File: config.mk
export PLATFORM = sky130hd
export DESIGN_NAME = data_mem_loader
export DESIGN_NICKNAME = d
export VERILOG_FILES = /design/src/rtl/data_mem_loader.sv
export SDC_FILE = /design/constraint.sdc
export NUM_CORES = 1
export LEC_CHECK = 0
export BUFFER_PORTS_ARGS = -buffer_cell sky130_fd_sc_hd__buf_2
export CORE_AREA = 2 2 89 91
export CTS_CLUSTER_SIZE = 28
export DETAILED_ROUTE_END_ITERATION = 6
export DIE_AREA = 0 0 91 93
export GPL_TIMING_DRIVEN = 0
export PLACE_DENSITY = 0.72
export SKIP_LAST_GASP = 1
export SYNTH_ARGS = -nofsm -noshare
export SYNTH_HDL_FRONTEND = slang
export SYNTH_SLANG_ARGS = --single-unit
export TNS_END_PERCENT = 100
File: constraint.sdc
create_clock -name clk -period 7.1 [get_ports clk]
set_input_delay 1.42 -clock clk [delete_from_list [all_inputs] [get_ports clk]]
set_output_delay 1.42 -clock clk [all_outputs]
set_load 0.005 [all_outputs]
File: src/rtl/data_mem_loader.sv
// Frame loader: writes a framed byte stream into data RAM from address 0 and
// holds the CPU in reset until a frame arrives whose checksum matches.
module data_mem_loader #(
    parameter int          ADDR_W = 16,
    parameter logic [7:0]  HDR    = 8'hA5
) (
    input  logic              clk,
    input  logic              rst,
    input  logic              in_valid,
    input  logic [7:0]        in_data,
    output logic              in_ready,
    output logic              ld_we,
    output logic [ADDR_W-1:0] ld_addr,
    output logic [7:0]        ld_wdata,
    output logic              cpu_hold,
    output logic              done,
    output logic              err
);

    typedef enum logic [2:0] {
        S_IDLE,
        S_LEN_HI,
        S_LEN_LO,
        S_DATA,
        S_CSUM,
        S_DONE,
        S_ERR
    } state_t;

    localparam logic [31:0] CAP = 32'd1 << ADDR_W;

    state_t            state, state_nxt;
    logic [7:0]        len_hi;
    logic [15:0]       len_q;
    logic [15:0]       len_in;
    logic [ADDR_W:0]   cnt;
    logic [7:0]        sum;
    logic              ready_q;
    logic              xfer;
    logic              last_byte;

    always_comb begin
        xfer      = in_valid & ready_q;
        len_in    = {len_hi, in_data};
        last_byte = (32'(cnt) + 32'd1) == 32'(len_q);
    end

    always_ff @(posedge clk or negedge rst) begin
        if (!rst) begin
            state <= S_IDLE;
        end else begin
            state <= state_nxt;
        end
    end

    always_comb begin
        state_nxt = state;
        if (xfer) begin
            case (state)
                S_IDLE, S_DONE, S_ERR: begin
                    if (in_data == HDR) begin
                        state_nxt = S_LEN_HI;
                    end
                end
                S_LEN_HI: state_nxt = S_LEN_LO;
                S_LEN_LO: begin
                    if (len_in == 16'd0) begin
                        state_nxt = S_CSUM;
                    end else if (32'(len_in) > CAP) begin
                        state_nxt = S_ERR;
                    end else begin
                        state_nxt = S_DATA;
                    end
                end
                S_DATA: begin
                    if (last_byte) begin
                        state_nxt = S_CSUM;
                    end
                end
                S_CSUM:  state_nxt = (in_data == sum) ? S_DONE : S_ERR;
                default: state_nxt = S_IDLE;
            endcase
        end
    end

    always_comb begin
        cpu_hold = (state != S_DONE);
        done     = (state == S_DONE);
        err      = (state == S_ERR);
        in_ready = ready_q;
    end

    // ready comes up one cycle after reset release and never drops afterwards
    always_ff @(posedge clk or negedge rst) begin
        if (!rst) begin
            ready_q  <= 1'b0;
            ld_we    <= 1'b0;
            ld_addr  <= '0;
            ld_wdata <= '0;
            len_hi   <= '0;
            len_q    <= '0;
            cnt      <= '0;
            sum      <= '0;
        end else begin
            ready_q <= 1'b1;
            ld_we   <= 1'b0;
            if (xfer) begin
                case (state)
                    S_IDLE, S_DONE, S_ERR: begin
                        if (in_data == HDR) begin
                            cnt <= '0;
                            sum <= '0;
                        end
                    end
                    S_LEN_HI: len_hi <= in_data;
                    S_LEN_LO: len_q  <= len_in;
                    S_DATA: begin
                        ld_we    <= 1'b1;
                        ld_addr  <= cnt[ADDR_W-1:0];
                        ld_wdata <= in_data;
                        cnt      <= cnt + (ADDR_W+1)'(1);
                        sum      <= sum + in_data;
                    end
                    default: ;
                endcase
            end
        end
    end

endmodule

==> PnR_summary.wiki, run 1 <==
{| class="wikitable"
! Metric !! Value
|-
| DRC violation total after the first TritonRoute iteration || 163
|-
| IO buf count || 38
|-
| Weighted congestion reported at the end of routability-driven placement || 0.936
|-
| Share of final-layout standard cells stronger than drive strength 1 || 0.195
|-
| Gate Count Post-Synth || 437
|-
| Chain of cells forming the critical path || buf_2, nor4_1, nand2_1, o21ai_0, a32oi_1, or2_2, clkbuf_1, clkbuf_1, o21ai_0, o41ai_1
|-
| Leading cell type by number of instances after synthesis || sky130_fd_sc_hd__nand2_1
|-
| Delay of the slowest cell on the worst path || 0.48 ns
|-
| Total number of vias || 3,381
|-
| F_max || 0.284 GHz
|-
| Final-layout fill cell count || 672
|-
| Number of distinct standard cells referenced by the synthesized netlist || 50
|-
| Most frequent cells after synthesis || 95 x sky130_fd_sc_hd__nand2_1, 78 x sky130_fd_sc_hd__dfrtp_1, 33 x sky130_fd_sc_hd__o21ai_0, 24 x sky130_fd_sc_hd__mux2_2, 21 x sky130_fd_sc_hd__nor2_1
|-
| CP max stage cell || sky130_fd_sc_hd__nor4_1
|-
| Period minus WS final || 3.52 ns
|-
| DR DRC count || 0
|-
| Worst flop-to-flop path startpoint || cnt[1]$_DFFE_PN0P_
|-
| Number of placement rows || 32
|-
| Critical Path Start Type || primary input
|-
| Required @ worst endpoint || 7.30 ns
|-
| Yosys warnings || 0
|-
| Initial DRT Pass Iterations || 4
|-
| Slew Limit Headroom || 0.301
|-
| Hold path start || ld_addr[5]$_DFFE_PN0P_
|-
| Largest area contributor in the netlist || sky130_fd_sc_hd__dfrtp_1
|-
| Number of H-tree levels || 3
|-
| Worst-skew pair later-pin latency || 0.35 ns
|-
| Max clock buf depth || 2
|-
| Wire length per cell || 16.1 µm
|-
| Largest clock skew in the final design || 0.00656 ns
|-
| Area after DPL || 4490 µm²
|-
| Signed area change from the synthesized netlist to the final layout || 13.5%
|-
| Final hold violation count || 0
|-
| Final worst path period share || 0.496
|-
| Detailed Place HPWL || 6840 µm
|-
| Maximum Capacitance Violations || 0
|-
| Wire length of the first global-routing pass || 16,300 µm
|-
| PnR Total Power || 1.63 mW
|-
| Total Routed Length || 9580 µm
|-
| Top post-synthesis cells by area || sky130_fd_sc_hd__dfrtp_1 47%, sky130_fd_sc_hd__nand2_1 8.6%, sky130_fd_sc_hd__mux2_2 6.5%
|-
| Slew at the pin with the worst max-slew slack || 1.04 ns
|-
| Category of the critical setup timing path || in2reg
|-
| Count of pins on the block boundary || 40
|-
| Clock tree from TritonCTS || built
|-
| Leak pwr || 2.28 nW
|-
| Maximum net fanout on the critical path || 10
|-
| Arrival time of the worst setup path || 3.73 ns
|-
| Final Slew Violations || 0
|-
| Floorplan core area || 7530 µm²
|-
| Capturing element type of the critical path || flop
|-
| Antenna violations before repair || 0
|-
| Hold slack || 0.471 ns
|-
| Hold bufs inserted after CTS || 0
|-
| Number of global-route vias before repair || 3,376
|-
| Setup crit start || in_data[1]
|-
| Peak supply drop || 0.000184 V
|-
| ANT cells || 0
|-
| Final cell area excluding filler cells || 4710 µm²
|-
| Post-layout net count || 507
|-
| Total negative slack || 0 ns
|-
| Seq. cell area || 1950 µm²
|-
| Die height || 93 µm
|-
| Total gr overflow || 0
|-
| Yosys top cell area share || 0.471
|-
| Clock transition at path regs || 0.07 ns
|-
| Post_cts resized || 0
|-
| Utilization of the core after routing || 0.625
|-
| Number of nets with antenna violations after routing || 0
|-
| GRT Total Usage || 0.246
|-
| Footprint of the multi-input gates || 2020 µm²
|-
| Avg Inst Size Synth || 9.49 µm²
|-
| Result of the run || finished, final reports clean
|-
| Setup violators final || 0
|-
| Prevailing post-synth register cell || sky130_fd_sc_hd__dfrtp_1
|-
| Tightest Hold Check Type || reg2reg
|-
| Cell area after synthesis || 4150 µm²
|-
| Total Die Area || 8460 µm²
|-
| TritonCTS sink count || 78
|-
| Post-Syn Nets || 457
|-
| CTS Root Buffer Type || sky130_fd_sc_hd__clkbuf_8
|-
| Post-synth EDFFs || 0
|-
| Total power divided by cell area || 347 nW/µm²
|-
| Mean number of vias per cell || 5.69
|-
| Proportion of synthesized chip area in sequential cells || 0.471
|-
| Horiz. Die Dim || 91 µm
|-
| Synthesized flop and latch total || 78
|-
| Share of flip-flops with an asynchronous set or reset after synthesis || 1.00
|-
| Pin count of the biggest net entering global routing || 55
|-
| Post-CTS Setup Inserts || 0
|-
| Number of buffers created by CTS || 9
|-
| Initial Util || 0.551
|-
| RSZ-0062 raised after global routing || false
|}
-- worst max-delay path, delay by kind of cell --
family	cells	cell delay, ns
simple gates	3	0.94
buf+inv	3	0.74
compound gates	4	0.61
-- through the flow --
stage / cells / setup WS (ns)
global placement: 577 / 3.36
global route: 594 / 3.32
floorplan: 437 / 3.98
CTS: 594 / 3.62
detailed placement: 578 / 3.30
finish: 594 / 3.58
-- final cells by class --
cell class,count,area share
Tap cell,102,0.0271
Inverter,7,0.00558
Clock inverter,6,0.0183
Clock buffer,10,0.0271
Sequential cell,78,0.415
Multi-Input combinational cell,325,0.429
Timing Repair Buffer,39,0.0468
Buffer,27,0.0319
-- layout by cell type, fill, tap and decap left out, drive strengths merged, types with 2 or more instances in the layout --
cell type / synthesis / routed
a21o: 4 / 4
or3: 6 / 6
or2: 3 / 3
nor4: 13 / 13
nand2: 95 / 95
bufinv: 0 / 2
and2: 2 / 2
a21oi: 17 / 17
a22o: 5 / 5
nor3: 7 / 7
o41ai: 4 / 4
and3: 3 / 3
a211o: 2 / 2
xnor2: 10 / 10
a32oi: 2 / 2
nand4: 9 / 9
o211ai: 3 / 3
xor2: 17 / 17
dfrtp: 78 / 78
nand3: 9 / 9
o31ai: 2 / 2
a31oi: 4 / 4
inv: 7 / 7
o21a: 6 / 6
mux2: 24 / 24
clkbuf: 20 / 30
o21ai: 33 / 33
buf: 7 / 46
nor2: 21 / 21
clkinv: 0 / 3
nor2b: 4 / 4
ha: 8 / 8
o31a: 2 / 2
-- flip-flops by register name, indices dropped and copies added, names as in the netlist --
register,count
state,3
len_hi,8
in_ready,1
ld_we,1
ld_wdata,8
sum,8
len_q,16
ld_addr,16
cnt,17
-- per-layer routing --
metal,global-route usage,vias to the layer above,wire length [µm]
met5,0,-,0
met4,0.122,0,335
met3,0.0467,30,492
met2,0.406,103,4530
met1,0.311,1617,4220
li1,-,1631,-
-- kinds of logic after synthesis --
family / Yosys count / synth area share
mux: 24 / 0.0652
flops: 78 / 0.471
compound gates: 88 / 0.133
other cells: 1 / 0.000904
simple gates: 175 / 0.199
xor+xnor: 27 / 0.0570
buf+inv: 34 / 0.0425
fa+ha+maj: 10 / 0.0314
-- power by group --
part           internal (mW)  switching [mW]  leakage, nW
clock network          0.197           0.166        0.106
registers              0.574          0.0930         1.02
logic                  0.273           0.330         1.16
-- final timing paths --
check	depth (start not counted)	endpoint	slack, ns
max	10	cnt[8]$_DFFE_PN0P_	3.58
min	2	ld_addr[5]$_DFFE_PN0P_	0.47
max reg2reg	8	state[0]$_DFFE_PN0P_	4.39
min reg2reg	2	ld_addr[5]$_DFFE_PN0P_	0.47
max in group asynchronous	2	len_hi[5]$_DFFE_PN0P_	5.57
min in group asynchronous	1	cnt[11]$_DFFE_PN0P_	0.97
Power figures use the tool's default switching activity.
==> run 2: changes to the inputs <==
--- a/config.mk
+++ b/config.mk
@@ -6,12 +6,12 @@
 export NUM_CORES = 1
 export LEC_CHECK = 0
 export BUFFER_PORTS_ARGS = -buffer_cell sky130_fd_sc_hd__buf_2
-export CORE_AREA = 2 2 89 91
+export CORE_AREA = 2 2 92 94
 export CTS_CLUSTER_SIZE = 28
 export DETAILED_ROUTE_END_ITERATION = 6
-export DIE_AREA = 0 0 91 93
+export DIE_AREA = 0 0 94 96
 export GPL_TIMING_DRIVEN = 0
-export PLACE_DENSITY = 0.72
+export PLACE_DENSITY = 0.71
 export SKIP_LAST_GASP = 1
 export SYNTH_ARGS = -nofsm -noshare
 export SYNTH_HDL_FRONTEND = slang
==> constraint.sdc (replaced) <==
create_clock -name clk -period 3.24 [get_ports clk]
set_input_delay 0.648 -clock clk [delete_from_list [all_inputs] [get_ports clk]]
set_output_delay 0.648 -clock clk [all_outputs]
set_load 0.005 [all_outputs]
==> run 2 against run 1 <==
Against the previous run: combinational power is 120% higher; final area is 0.19% higher; die area is 6.6% higher; count of clock-buffer cells in the layout is 1 lower; routed wire length is 0.85% higher; flip-flop and latch count stayed put; critical path type is now reg2reg; clock skew is 0.0025 ns higher; final cell count is 0.51% higher; worst setup slack worse by 3.1 ns.
==> PnR_summary.wiki, run 2 (synthesized netlist as in run 1, its figures left out) <==
{| class="wikitable"
! Metric !! Value
|-
| Result of the run || finished, final reports clean
|-
| Max clock buf depth || 2
|-
| Required @ worst endpoint || 3.49 ns
|-
| Largest clock skew in the final design || 0.00907 ns
|-
| ANT cells || 0
|-
| Final Slew Violations || 0
|-
| Mean number of vias per cell || 5.57
|-
| Slew at the pin with the worst max-slew slack || 1.01 ns
|-
| Setup violators final || 0
|-
| Clock transition at path regs || 0.08 ns
|-
| IO buf count || 38
|-
| Most common library cell in the layout ignoring fill and taps || sky130_fd_sc_hd__nand2_1
|-
| Largest register by flop count || cnt
|-
| Total Routed Length || 9660 µm
|-
| Maximum net fanout on the critical path || 6
|-
| Initial DRT Pass Iterations || 4
|-
| Final hold violation count || 0
|-
| Capturing element type of the critical path || flop
|-
| Total Die Area || 9020 µm²
|-
| Antenna violations before repair || 0
|-
| Post_cts resized || 0
|-
| Detailed Place HPWL || 6890 µm
|-
| Horiz. Die Dim || 94 µm
|-
| Footprint of the multi-input gates || 2020 µm²
|-
| Tightest Hold Check Type || in2async
|-
| Number of placement rows || 33
|-
| Wire length per cell || 16.2 µm
|-
| Number of global-route vias before repair || 3,184
|-
| Highest-count cells in the layout ignoring fill and taps || 95 x sky130_fd_sc_hd__nand2_1, 78 x sky130_fd_sc_hd__dfrtp_1, 37 x sky130_fd_sc_hd__buf_2
|-
| Seq. cell area || 1950 µm²
|-
| Leak pwr || 2.28 nW
|-
| Maximum Capacitance Violations || 0
|-
| RSZ-0062 raised after global routing || false
|-
| Total gr overflow || 0
|-
| Arrival time of the worst setup path || 2.97 ns
|-
| CTS Root Buffer Type || sky130_fd_sc_hd__clkbuf_8
|-
| GR met2 Demand/Resource || 0.366
|-
| Utilization of the core after routing || 0.586
|-
| TritonCTS sink count || 78
|-
| Clock tree from TritonCTS || built
|-
| Period minus WS final || 2.72 ns
|-
| Final worst path period share || 0.839
|-
| Number of nets with antenna violations after routing || 0
|-
| Signed area change from the synthesized netlist to the final layout || 13.8%
|-
| Wire length of the first global-routing pass || 16,000 µm
|-
| Fraction of met3 tracks used by global routing || 0.0345
|-
| F_max || 0.368 GHz
|-
| Hold bufs inserted after CTS || 0
|-
| Largest registers in the final layout || cnt x17, ld_addr x16, len_q x16
|-
| Total negative slack || 0 ns
|-
| DR DRC count || 0
|-
| Peak supply drop || 0.000442 V
|-
| Met1 global-route usage || 0.314
|-
| Pin count of the biggest net entering global routing || 54
|-
| Number of buffers created by CTS || 9
|-
| Floorplan core area || 8050 µm²
|-
| Category of the critical setup timing path || reg2reg
|-
| Max FFs per register || 17
|-
| Slew Limit Headroom || 0.320
|-
| Share of final-layout standard cells stronger than drive strength 1 || 0.197
|-
| Die height || 96 µm
|-
| Post-CTS Setup Inserts || 0
|-
| Worst-skew pair later-pin latency || 0.35 ns
|-
| GRT Total Usage || 0.232
|-
| Critical Path Start Type || flop
|-
| Total power divided by cell area || 762 nW/µm²
|-
| Count of pins on the block boundary || 40
|-
| Final-layout fill cell count || 709
|-
| Number of H-tree levels || 3
|-
| Post-layout net count || 507
|-
| Layer with the highest usage || met2
|-
| Total number of vias || 3,323
|-
| DRC violation total after the first TritonRoute iteration || 135
|-
| Weighted congestion reported at the end of routability-driven placement || 0.867
|-
| Initial Util || 0.515
|}
run 2: cell types whose count changed in the layout (fill, tap and decap cells not counted):
| cell | previous run | this run |
|---|---|---|
| sky130_fd_sc_hd__clkbuf_1 | 19 | 18 |
| sky130_fd_sc_hd__clkinv_4 | 1 | 0 |
| sky130_fd_sc_hd__inv_6 | 0 | 2 |
run 2: area by class of cell:
cell class	instances	area share
flip-flops and latches	78	0.414
multi-input cells	325	0.428
repair buffers	39	0.0467
inverters	7	0.00557
well taps	105	0.0279
clock buffers	9	0.0263
clock inverters	7	0.0202
plain buffers	27	0.0318
run 2: layer usage:
layer  wire length [µm]  vias up
li1                   -     1635
met1               4540     1583
met2               4490       82
met3                350       23
met4                282        0
met5                  0        -
run 2: through the flow:
step                worst slack, ns  instance area (µm²)  power [mW]  hold WS [ns]  std cells
detailed placement            0.226                 4500        2.79         0.457        581
CTS                           0.522                 4720        3.61         0.211        597
floorplan                     0.858                 4150        2.40         0.352        437
global route                  0.285                 4720        3.85         0.226        597
finish                        0.520                 4720        3.59         0.206        597
global placement              0.249                 4470        2.73         0.451        580
run 2: worst paths after layout:
path	startpoint	to	slack, ns	cells past startpoint
min in group clk	ld_addr[13]$_DFFE_PN0P_	ld_addr[13]$_DFFE_PN0P_	0.47	2
worst max register to register	cnt[1]$_DFFE_PN0P_	state[0]$_DFFE_PN0P_	0.52	8
max in group asynchronous	rst	state[1]$_DFFE_PN0P_	2.46	2
worst min register to register	ld_addr[13]$_DFFE_PN0P_	ld_addr[13]$_DFFE_PN0P_	0.47	2
worst max-delay path	cnt[1]$_DFFE_PN0P_	state[0]$_DFFE_PN0P_	0.52	8
worst min-delay path	rst	cnt[6]$_DFFE_PN0P_	0.21	1
run 2: power breakdown:
part	total, mW	switching [mW]	internal, mW
clock network	0.809	0.373	0.436
registers	1.47	0.212	1.26
logic	1.31	0.717	0.596
run 2: worst max-delay path, stage by stage (launching register included):
cell                      delay, ns
sky130_fd_sc_hd__dfrtp_1       0.44
sky130_fd_sc_hd__ha_1          0.26
sky130_fd_sc_hd__inv_1         0.12
sky130_fd_sc_hd__or3_4         0.42
sky130_fd_sc_hd__o31a_1        0.30
sky130_fd_sc_hd__a211o_1       0.28
sky130_fd_sc_hd__nor4_2        0.28
sky130_fd_sc_hd__nand3_1       0.22
sky130_fd_sc_hd__a41o_1        0.29
==> run 3: changes to the inputs <==
--- a/config.mk
+++ b/config.mk
@@ -6,12 +6,12 @@
 export NUM_CORES = 1
 export LEC_CHECK = 0
 export BUFFER_PORTS_ARGS = -buffer_cell sky130_fd_sc_hd__buf_2
-export CORE_AREA = 2 2 92 94
+export CORE_AREA = 2 2 89 91
 export CTS_CLUSTER_SIZE = 28
 export DETAILED_ROUTE_END_ITERATION = 6
-export DIE_AREA = 0 0 94 96
+export DIE_AREA = 0 0 91 93
 export GPL_TIMING_DRIVEN = 0
-export PLACE_DENSITY = 0.71
+export PLACE_DENSITY = 0.72
 export SKIP_LAST_GASP = 1
 export SYNTH_ARGS = -nofsm -noshare
 export SYNTH_HDL_FRONTEND = slang
==> constraint.sdc (replaced) <==
create_clock -name clk -period 2.61 [get_ports clk]
set_input_delay 0.522 -clock clk [delete_from_list [all_inputs] [get_ports clk]]
set_output_delay 0.522 -clock clk [all_outputs]
set_load 0.005 [all_outputs]
==> run 3 against run 2 <==
Against the previous run: clock power rose by 22%; clock skew fell by 0.0019 ns; worst setup slack got worse by 0.40 ns; hold slack got worse by 0.13 ns; final area rose by 1.2%; critical path depth did not move; final cell count fell by 0.50%; via count rose by 2.5%; critical path type unchanged; critical endpoint unchanged; largest power group unchanged; highest routed layer unchanged.
==> PnR_summary.wiki, run 3 (synthesized netlist as in run 1, its figures left out) <==
{| class="wikitable"
! Metric !! Value
|-
| Result of the run || finished, final reports clean
|-
| Reg-to-reg critical path endpoint || state[0]$_DFFE_PN0P_
|-
| Slew at the pin with the worst max-slew slack || 0.924 ns
|-
| Worst-skew pair later-pin latency || 0.35 ns
|-
| Maximum Capacitance Violations || 0
|-
| Maximum net fanout on the critical path || 5
|-
| TritonCTS sink count || 78
|-
| Switching part of the total power || 0.363
|-
| Most common library cell in the layout ignoring fill and taps || sky130_fd_sc_hd__nand2_1
|-
| Clock tree from TritonCTS || built
|-
| Hold bufs inserted after CTS || 0
|-
| Number of H-tree levels || 3
|-
| Detailed Place HPWL || 6840 µm
|-
| Post-layout net count || 507
|-
| Worst flop-to-flop path startpoint || cnt[1]$_DFFE_PN0P_
|-
| Initial DRT Pass Iterations || 5
|-
| Power share of the sequential group || 0.404
|-
| Mean number of vias per cell || 5.74
|-
| Peak supply drop || 0.000520 V
|-
| Total Die Area || 8460 µm²
|-
| Slew Limit Headroom || 0.379
|-
| Final Slew Violations || 0
|-
| Largest register by flop count || cnt
|-
| DR DRC count || 0
|-
| Total Routed Length || 9650 µm
|-
| CTS Root Buffer Type || sky130_fd_sc_hd__clkbuf_8
|-
| Post-Layout Cell Count || 594
|-
| Max FFs per register || 17
|-
| Part of the total power dissipated in the clock network || 0.219
|-
| Setup crit start || cnt[1]$_DFFE_PN0P_
|-
| Chain of cells forming the critical path || ha_4, inv_1, or3_4, o31a_1, a211o_1, nor4_2, nand3_2, a41o_1
|-
| PnR Total Power || 4.51 mW
|-
| F_max || 0.401 GHz
|-
| Final hold violation count || 0
|-
| Period minus WS final || 2.49 ns
|-
| Arrival time of the worst setup path || 2.74 ns
|-
| R2R setup slack || 0.12 ns
|-
| Wire length of the first global-routing pass || 16,300 µm
|-
| GRT Total Usage || 0.246
|-
| Antenna violations before repair || 0
|-
| Power Internal || 2.88 mW
|-
| Utilization of the core after routing || 0.634
|-
| Largest registers in the final layout || cnt x17, ld_addr x16, len_q x16
|-
| Number of placement rows || 32
|-
| Floorplan core area || 7530 µm²
|-
| Pin count of the biggest net entering global routing || 55
|-
| Highest-count cells in the layout ignoring fill and taps || 94 x sky130_fd_sc_hd__nand2_1, 74 x sky130_fd_sc_hd__dfrtp_1, 37 x sky130_fd_sc_hd__buf_2
|-
| Die height || 93 µm
|-
| Weighted congestion reported at the end of routability-driven placement || 0.936
|-
| Combinational share of power || 0.378
|-
| Number of global-route vias before repair || 3,380
|-
| Delay of the slowest cell on the worst path || 0.43 ns
|-
| Number of nets with antenna violations after routing || 0
|-
| Number of buffers created by CTS || 9
|-
| Leak pwr || 2.29 nW
|-
| DRC violation total after the first TritonRoute iteration || 175
|-
| Capturing element type of the critical path || flop
|-
| Max clock buf depth || 2
|-
| Wire length per cell || 16.2 µm
|-
| Horiz. Die Dim || 91 µm
|-
| Signed area change from the synthesized netlist to the final layout || 15.1%
|-
| Worst setup path endpoint || state[0]$_DFFE_PN0P_
|-
| Clock transition at path regs || 0.08 ns
|-
| Setup violators final || 0
|-
| Switching pwr || 1.64 mW
|-
| Final worst path period share || 0.955
|-
| Total number of vias || 3,407
|-
| Total gr overflow || 0
|-
| Critical Path Start Type || flop
|-
| Largest clock skew in the final design || 0.00716 ns
|-
| Placed cells || 578
|-
| CP max stage cell || sky130_fd_sc_hd__dfrtp_2
|-
| Initial Util || 0.551
|-
| Tightest Hold Check Type || in2async
|-
| Count of pins on the block boundary || 40
|-
| ANT cells || 0
|-
| IO buf count || 38
|-
| R2R cell count || 8
|-
| Share of final-layout standard cells stronger than drive strength 1 || 0.230
|-
| Required @ worst endpoint || 2.85 ns
|-
| Category of the critical setup timing path || reg2reg
|-
| Total power divided by cell area || 946 nW/µm²
|}
## run 3: changes by cell type in the layout (fill, tap and decap cells not counted), sizes merged
| cell | change |
|---|---|
| buf | +1 |
| clkinv | +1 |
| inv | -2 |
## run 3: per-layer routing
metal,vias up,track usage,share of wire
met2,124,0.407,0.49
met5,-,0,0
met4,0,0.122,0.029
met3,28,0.0467,0.057
met1,1625,0.310,0.43
li1,1630,-,-
## run 3: cell type report
| cell class | count | area (µm²) |
|---|---|---|
| fill | 663 | 2750 |
| multi-input combinational | 325 | 2070 |
| sequential | 78 | 1960 |
| timing repair buffer | 40 | 228 |
| buffer | 26 | 150 |
| clock buffer | 10 | 128 |
| tap | 102 | 128 |
| clock inverter | 6 | 86.3 |
| inverter | 7 | 26.3 |
## run 3: worst min path at each step
| stage | start | endpoint | cells after the start |
|---|---|---|---|
| 6_report | rst | ld_addr[4]$_DFFE_PN0P_ | 1 |
| 5_1_grt | rst | ld_addr[4]$_DFFE_PN0P_ | 1 |
| 4_1_cts | rst | cnt[11]$_DFFE_PN0P_ | 1 |
| 3_5_place_dp | rst | ld_addr[4]$_DFFE_PN0P_ | 1 |
| 2_1_floorplan | rst | cnt[0]$_DFFE_PN0P_ | 0 |
| 3_3_place_gp | ld_addr[14]$_DFFE_PN0P_ | ld_addr[14]$_DFFE_PN0P_ | 2 |
## run 3: repair_timing
item,in CTS,in global routing
endpoints found under the setup margin,2,33
pin swaps,0,3
gates resized for setup,3,17
buffers inserted,0,1
## run 3: through the flow
stage          setup WS (ns)  TNS (ns)  hold WS [ns]  instance area [µm²]
6_report               0.117         0        0.0773                 4770
5_1_grt              -0.0278   -0.0439        0.0904                 4770
4_1_cts              0.00228         0        0.0760                 4720
3_5_place_dp          -0.289     -4.72         0.454                 4490
3_3_place_gp          -0.234     -3.43         0.452                 4460
2_1_floorplan          0.228         0         0.226                 4150
## run 3: power groups by stage
stage	clock [mW]	combinational (mW)	sequential, mW
global route	1.04	1.92	1.87
CTS	1.00	1.66	1.81
detailed placement	0	1.63	1.84
finish	0.987	1.71	1.82
floorplan	0	1.20	1.78
global placement	0	1.56	1.82
## run 3: critical path, delay by kind of cell (launching register included)
kind / cells / cell delay [ns]
compound gates: 3 / 0.86
simple gates: 3 / 0.86
flops: 1 / 0.43
fa+ha+maj: 1 / 0.16
buf+inv: 1 / 0.08
